`config.mk`:
```
export PLATFORM = sky130hd
export DESIGN_NAME = seq_multiplier_param
export DESIGN_NICKNAME = d
export VERILOG_FILES = /design/src/rtl/seq_multiplier_param.sv
export SDC_FILE = /design/constraint.sdc
export NUM_CORES = 2
export LEC_CHECK = 0
export ABC_CLOCK_PERIOD_IN_PS = 18900
export CORE_UTILIZATION = 35
export DETAILED_ROUTE_END_ITERATION = 6
export PLACE_DENSITY = 0.55
export RECOVER_POWER = 25
export SLEW_MARGIN = 10
export SYNTH_ARGS = -nofsm -noshare
export SYNTH_HDL_FRONTEND = slang
export SYNTH_SLANG_ARGS = --single-unit
export TNS_END_PERCENT = 100
```
`constraint.sdc`:
```
create_clock -name clk -period 18.9 [get_ports clk]
set_clock_uncertainty 0.2 [all_clocks]
set_input_delay 1.89 -clock clk [delete_from_list [all_inputs] [get_ports clk]]
set_output_delay 1.89 -clock clk [all_outputs]
set_load 0.005 [all_outputs]
```
`src/rtl/seq_multiplier_param.sv`:
```
// Parametrised iterative shift-add multiplier with a runtime signed/unsigned mode.
// Each busy cycle retires BITS_PER_CYCLE multiplier bits. The product is formed on
// operand magnitudes and then sign-corrected. Overflow is flagged when the exact
// product does not fit in RES_WIDTH bits.
//
// Handshake: rdy=1 only in IDLE. A start happens on a rising edge where rdy=1 and
// en=1; op1/op2/sgn are captured on that edge and ignored from then on. en is ignored
// while rdy=0. val is high for exactly the one DONE cycle, K+1 edges after the start
// edge (counting the start edge as the first). res/overflow change only on the edge
// into DONE or on reset, and hold in between.
module seq_multiplier_param #(
    parameter int WIDTH          = 32,
    parameter int RES_WIDTH      = 2*WIDTH,
    parameter int BITS_PER_CYCLE = 16
) (
    input  logic                 clk,
    input  logic                 reset,
    input  logic                 en,
    input  logic                 sgn,
    input  logic [WIDTH-1:0]     op1,
    input  logic [WIDTH-1:0]     op2,
    output logic                 rdy,
    output logic                 val,
    output logic [RES_WIDTH-1:0] res,
    output logic                 overflow
);

    localparam int PW    = 2*WIDTH;
    localparam int K     = WIDTH / BITS_PER_CYCLE;
    localparam int CNT_W = (K > 1) ? $clog2(K) : 1;

    typedef enum logic [1:0] {
        S_IDLE = 2'd0,
        S_BUSY = 2'd1,
        S_DONE = 2'd2
    } state_t;

    state_t               state_q, state_d;
    logic [PW-1:0]        acc_q;
    logic [PW-1:0]        mcand_q;    // |op1|, pre-shifted to the current digit position
    logic [WIDTH-1:0]     mplr_q;     // |op2|, remaining digits, LSB first
    logic [CNT_W-1:0]     cnt_q;
    logic                 sgn_q;
    logic                 neg_q;
    logic [RES_WIDTH-1:0] res_q;
    logic                 ovf_q;

    logic [WIDTH-1:0]     op1_mag, op2_mag;
    logic [PW-1:0]        partial, acc_next, prod, prod_hi_u, prod_hi_s;
    logic                 ovf_next;
    logic                 last_iter;

    assign last_iter = (cnt_q == CNT_W'(K-1));

    // State register; reset aborts any operation in flight.
    always_ff @(posedge clk) begin
        if (!reset) begin
            state_q <= S_IDLE;
        end else begin
            state_q <= state_d;
        end
    end

    // Next-state logic and handshake outputs.
    always_comb begin
        state_d = state_q;
        rdy     = 1'b0;
        val     = 1'b0;
        case (state_q)
            S_IDLE: begin
                rdy = 1'b1;
                if (en) state_d = S_BUSY;
            end
            S_BUSY: begin
                if (last_iter) state_d = S_DONE;
            end
            S_DONE: begin
                val     = 1'b1;
                state_d = S_IDLE;
            end
            default: state_d = S_IDLE;
        endcase
    end

    // Operand magnitudes, next partial sum, sign-corrected product and overflow.
    always_comb begin
        op1_mag   = (sgn && op1[WIDTH-1]) ? -op1 : op1;
        op2_mag   = (sgn && op2[WIDTH-1]) ? -op2 : op2;
        partial   = mcand_q * {{(PW-BITS_PER_CYCLE){1'b0}}, mplr_q[BITS_PER_CYCLE-1:0]};
        acc_next  = acc_q + partial;
        // Negating a zero magnitude yields zero, so -0 never appears.
        prod      = neg_q ? -acc_next : acc_next;
        // Unsigned: any bit at or above RES_WIDTH means the product does not fit.
        prod_hi_u = prod >> RES_WIDTH;
        // Signed: bits RES_WIDTH-1 and up must all equal the sign bit.
        prod_hi_s = $signed(prod) >>> (RES_WIDTH-1);
        if (sgn_q) begin
            ovf_next = !((prod_hi_s == '0) || (prod_hi_s == '1));
        end else begin
            ovf_next = (prod_hi_u != '0);
        end
    end

    // Datapath: capture on start, accumulate in BUSY, latch the result on the last step.
    always_ff @(posedge clk) begin
        if (!reset) begin
            acc_q   <= '0;
            mcand_q <= '0;
            mplr_q  <= '0;
            cnt_q   <= '0;
            sgn_q   <= 1'b0;
            neg_q   <= 1'b0;
            res_q   <= '0;
            ovf_q   <= 1'b0;
        end else begin
            case (state_q)
                S_IDLE: begin
                    if (en) begin
                        mcand_q <= {{WIDTH{1'b0}}, op1_mag};
                        mplr_q  <= op2_mag;
                        acc_q   <= '0;
                        cnt_q   <= '0;
                        sgn_q   <= sgn;
                        neg_q   <= sgn & (op1[WIDTH-1] ^ op2[WIDTH-1]);
                    end
                end
                S_BUSY: begin
                    acc_q   <= acc_next;
                    mcand_q <= mcand_q << BITS_PER_CYCLE;
                    mplr_q  <= mplr_q >> BITS_PER_CYCLE;
                    cnt_q   <= cnt_q + CNT_W'(1);
                    if (last_iter) begin
                        res_q <= prod[RES_WIDTH-1:0];
                        ovf_q <= ovf_next;
                    end
                end
                default: ;
            endcase
        end
    end

    assign res      = res_q;
    assign overflow = ovf_q;

endmodule

```
[After elaboration in Yosys (flattened, before gate mapping)]
Cells that the tools add are included.
Word-level totals
  flip-flop bits (word level): 230
  output and inout port bits: 67
  word-level logic and storage cells: 50
Operators by class
  add/subtract/negate cells: 5
  multiply operators: 1
  eq/ne operators: 5
  muxes and demuxes: 17
  bitwise operators: 2
  reductions and logical operators: 11
Operator list (count)
  64-bit one-hot mux with 2 select lines: 2
  64-bit two-way mux: 3
  32-bit two-way mux: 3
  64-bit adder: 1
  64-bit equality test (second input constant): 1
  64-bit zero test: 1
  64-bit by 16-bit multiplier with 64-bit output: 1
  32-bit negation: 2
  64-bit negation: 1
  32-bit one-hot mux with 2 select lines: 1
  2-bit AND reduction: 4
  1-bit two-way mux: 4
  2-bit two-way mux: 2
  2-bit != test (second input constant): 2
  2-bit one-hot mux with 2 select lines: 1
  2-bit by 1-bit equality test with 1-bit output (second input constant): 1
  2-bit equality test (second input constant): 1
  1-bit logical AND: 2
  2-bit zero test: 1
  1-bit one-hot mux with 2 select lines: 1
  2-bit nonzero test: 1
  1-bit adder (second input constant): 1
  1-bit bitwise AND: 1
  1-bit zero test: 1
  other kinds (2): 2

[Longest topological paths before layout]
  depth in word-level cells: 8
  mapped depth: 31
  depth with buffers taken out: 26

[Least setup slack after synthesis]
No wires, ideal clock.
  path type: register -> register
  start: register mplr_q[1]
  end: register res_q[58], in the netlist res[58]
  arrival time: 7.673 ns
  setup slack: 10.901 ns
  cell stages (with the launch flop): 31
  period minus slack after synthesis: 7.999 ns
  cells stage by stage: dfxtp_1 clkbuf_1 clkbuf_1 nand2_1 fa_1 inv_1 fa_1 inv_1 fa_1 inv_1 fa_1 fa_1 inv_1 fa_1 inv_1 ha_1 buf_4 a21oi_2 o21ai_2 a21o_1 or3_1 buf_2 o211a_1 or4b_4 nand3_2 and3b_2 or4b_1 buf_2 o41ai_1 xor2_1 o21ai_1
Between the ends
  cells in the longest elaborated chain, start to end: 4
Ends and longest elaborated chain
  start, declared: RTL line 41  | logic [WIDTH-1:0] mplr_q;
  start signal, assigned: RTL line 120  | mplr_q <= op2_mag;
  start signal, assigned: RTL line 130  | mplr_q <= mplr_q >> BITS_PER_CYCLE;
  64-bit by 16-bit multiplier with 64-bit output (*): RTL line 89  | partial = mcand_q * {{(PW-BITS_PER_CYCLE){1'b0}}, mplr_q[BITS_PER_CYCLE-1:0]};
  64-bit adder (*): RTL line 90  | acc_next = acc_q + partial;
  64-bit negation: RTL line 92  | prod = neg_q ? -acc_next : acc_next;
  64-bit two-way mux (*): RTL line 92
  end signal, assigned: RTL line 133  | res_q <= prod[RES_WIDTH-1:0];
  end, declared: RTL line 45  | logic [RES_WIDTH-1:0] res_q;
Every way passes the cells marked *; elsewhere a longest branch is shown, timed or not.
A chain may end at the register's enable or synchronous reset.

[Final worst setup path]
  start: register mplr_q[1]
  end: register res_q[55], in the netlist res[55]
The elaborated chain is that of the path after synthesis.

==> impl_metrics.json <==
{
  "portBuffers": 133,
  "final_cell_mix": "inv_1 (1,067), nand2_1 (902), fa_1 (814), and2_1 (278), a21oi_1 (236)",
  "cp.arrival_ps": 9960,
  "worst_r2r_endpoint": "res[55]",
  "drt_iter0_drc": 2267,
  "overflow": 0,
  "final_hold_viol_count": 0,
  "min_to": "res[32]",
  "finalSetupViolations": 0,
  "cts_tree": "built",
  "peakVddDrop_uv": 81.1,
  "drt.antenna.violating_nets": 0,
  "final_layout_size_suffix_gt1_frac": 0.0337,
  "synth.yosys.warnings": 0,
  "synth_edf_count": 0,
  "outcome": "finished with violations",
  "cts_resized": 0,
  "r2r_slack_ps": 9070,
  "cts_max_level": 1,
  "rr_startpoint": "mplr_q[1]",
  "hold_buffers": 0,
  "synth_cells": 5133,
  "min_period_ps": 9830,
  "cts.clk_slew.worst_paths_ps": 60,
  "clock_path_buffers": 3,
  "die_x_um": 346,
  "numCtsBuffers": 31,
  "grt_max_degree": 94,
  "grt_pass1_vias": 34885,
  "pin_count": 135,
  "synth_largest_area_cell": "fa_1",
  "initial_core_util": 0.355,
  "die_area_um2": 120000,
  "max-slew-margin-rel": -2.19,
  "syn_area_per_cell_um2": 8.07,
  "cp.required_ps": 19030,
  "power_density_nw_per_um2": 49.9,
  "p_seq_frac": 0.255,
  "clock_sinks": 228,
  "root_buffer": "clkbuf_16",
  "grt_pass1_wl_um": 213000,
  "setup_ws_ps": 9070,
  "routedLengthMet1_um": 64100,
  "slew_violations": 142,
  "dr_total_vias": 33841,
  "maxCapViolCount": 2,
  "core_um2": 117000,
  "diodes": 0,
  "antenna_found_initial": 9,
  "synthArstFlopShare": 0,
  "rows": 125,
  "wl_met3_um": 11400,
  "max_stage_delay_ps": 740,
  "leakage_nw": 19.9,
  "holdPathStages": 2,
  "critPathMaxFanout": 37,
  "syn_nets": 6118,
  "nNetsFinal": 5974,
  "crit_type": "register to register",
  "drt_wl_total_um": 135000,
  "die_h_um": 346,
  "syn_area_um2": 41400,
  "synth_cell_type_count": 92,
  "place_ws_ps": 9310,
  "rsz0062_at_grt": "false",
  "tightest_slew_ps": 4790,
  "min_from": "res[32]",
  "timing.fmax_mhz": 102,
  "switching_share": 0.468,
  "worstSkewPairLatency_ps": 660,
  "violations": "capacitance limit, slew limit",
  "top_layer": "met5",
  "drc": 0,
  "crit_path_top_delay_cell": "dfxtp_2",
  "yosysSeqAreaShare": 0.110,
  "cpMostUsedCell": "fa_1",
  "endpoint_kind": "register",
  "syn_to_final_growth_pct": 7.90,
  "p_total_mw": 2.23,
  "fin_crit_sh": 0.520,
  "start_kind": "register",
  "via_per_inst": 5.18,
  "synth_area_leaders": "fa_1 (39%), dfxtp_1 (11%), inv_1 (9.7%)",
  "netlist.area_leader.share": 0.393,
  "ys_ff_latch": 228,
  "dr.pass1.iters": 5,
  "p_int_mw": 1.19,
  "combinationalPowerShare": 0.467,
  "reg2reg_depth": 24,
  "mostFrequentLayoutCell": "inv_1",
  "hpwlAfterDp_um": 104000,
  "post-cts-setup-buffers": 0,
  "setup_tns_ps": 0,
  "crit_chain": "buf_4, nand2_1, fa_1, fa_1, fa_1, fa_1, inv_1, fa_1, inv_1, fa_1, inv_1, ha_1, nand4_1, nor4_1, o2111a_1, nor3_2, xnor2_1, nor4b_2, nand3_1, nor3_1, nand4bb_1, o31ai_1, xor2_1, a21oi_1",
  "wire_per_inst_um": 20.7,
  "gp_congestion": 0.916,
  "hp-class": "register to register",
  "clockPowerShare": 0.278,
  "synth_flop_cell": "dfxtp_1",
  "p_switching_mw": 1.04,
  "grtUsageTotal": 0.229,
  "wl_met2_um": 57500
}
synthesized netlist by cell type, drive strengths merged, types with 6 or more instances:
library cell / count
a2111oi: 6
a211o: 7
a211oi: 52
a21o: 22
a21oi: 243
a221oi: 6
a22oi: 47
a31oi: 32
and2: 282
and3: 10
buf: 35
clkbuf: 320
dfxtp: 228
fa: 814
ha: 103
inv: 1068
mux2i: 10
nand2: 903
nand2b: 13
nand3: 118
nand3b: 10
nand4: 37
nor2: 200
nor2b: 8
nor3: 50
nor4: 13
o211ai: 20
o21a: 21
o21ai: 103
o21bai: 8
o31ai: 27
o41ai: 15
or2: 9
or3: 20
or4: 12
xnor2: 98
xor2: 79
stage by stage:
stage / cells / hold slack, ps / util / area [um2]
global route: 6537 / 278 / 0.383 / 44700
CTS: 6537 / 253 / 0.383 / 44700
detailed placement: 6480 / 245 / 0.374 / 43700
floorplan: 5133 / 232 / - / 41400
global placement: 6480 / 240 / 0.374 / 43700
finish: 6537 / 252 / 0.383 / 44700
state kept, by name, indices dropped and copies added (netlist names):
| signal | cells |
|---|---|
| neg_q | 1 |
| acc_q | 64 |
| cnt_q | 1 |
| state_q | 2 |
| res | 64 |
| mcand_q | 64 |
| mplr_q | 32 |
cell families (layout without fill, tap and decap cells):
family          count (synthesis)  count (layout)  share of synthesized area
mux                            10              10                    0.00242
flops                         228             228                      0.110
other cells                     1               1                  0.0000905
fa+ha+maj                     917             917                      0.424
simple gates                 1707            1707                      0.189
xor+xnor                      177             177                     0.0374
compound gates                670             670                      0.106
buf+inv                      1423            1303                      0.130
critical path, delay by kind of cell (launching register included):
kind | cells | cell delay, ps
compound gates | 3 | 920
xor+xnor | 2 | 510
fa+ha+maj | 7 | 3540
buf+inv | 4 | 680
flops | 1 | 740
simple gates | 8 | 2840
how the worst max path moves through the flow:
stage          slack (ps)  cells past startpoint      start  endpoint
6_report             9070                     24  mplr_q[1]   res[55]
5_1_grt              8480                     24  mplr_q[1]   res[55]
4_1_cts              9230                     24  mplr_q[1]   res[55]
3_5_place_dp         9310                     24  mplr_q[1]   res[55]
3_3_place_gp         9270                     24  mplr_q[1]   res[55]
2_1_floorplan       10900                     30  mplr_q[1]   res[58]
final cells by class:
| class | instances | area, um2 |
|---|---|---|
| Fill cell | 12051 | 72100 |
| Sequential cell | 228 | 4590 |
| Inverter | 1068 | 4010 |
| Multi-Input combinational cell | 3482 | 31500 |
| Clock buffer | 40 | 900 |
| Tap cell | 1524 | 1910 |
| Clock inverter | 17 | 136 |
| Timing Repair Buffer | 178 | 1670 |
power by group through the flow:
stage / combinational, mW / clock [mW] / sequential, mW
final: 1.04 / 0.619 / 0.569
after global routing: 1.15 / 0.643 / 0.573
after CTS: 1.03 / 0.628 / 0.568
after detailed placement: 1.01 / 0 / 0.578
after global placement: 1.02 / 0 / 0.577
after floorplan: 0.700 / 0 / 0.526
layer usage:
layer	vias up	track usage
li1	15277	-
met5	-	0
met2	1015	0.341
met4	16	0.0373
met3	122	0.0579
met1	17411	0.338
No activity file was read; power rests on OpenSTA's default activity.
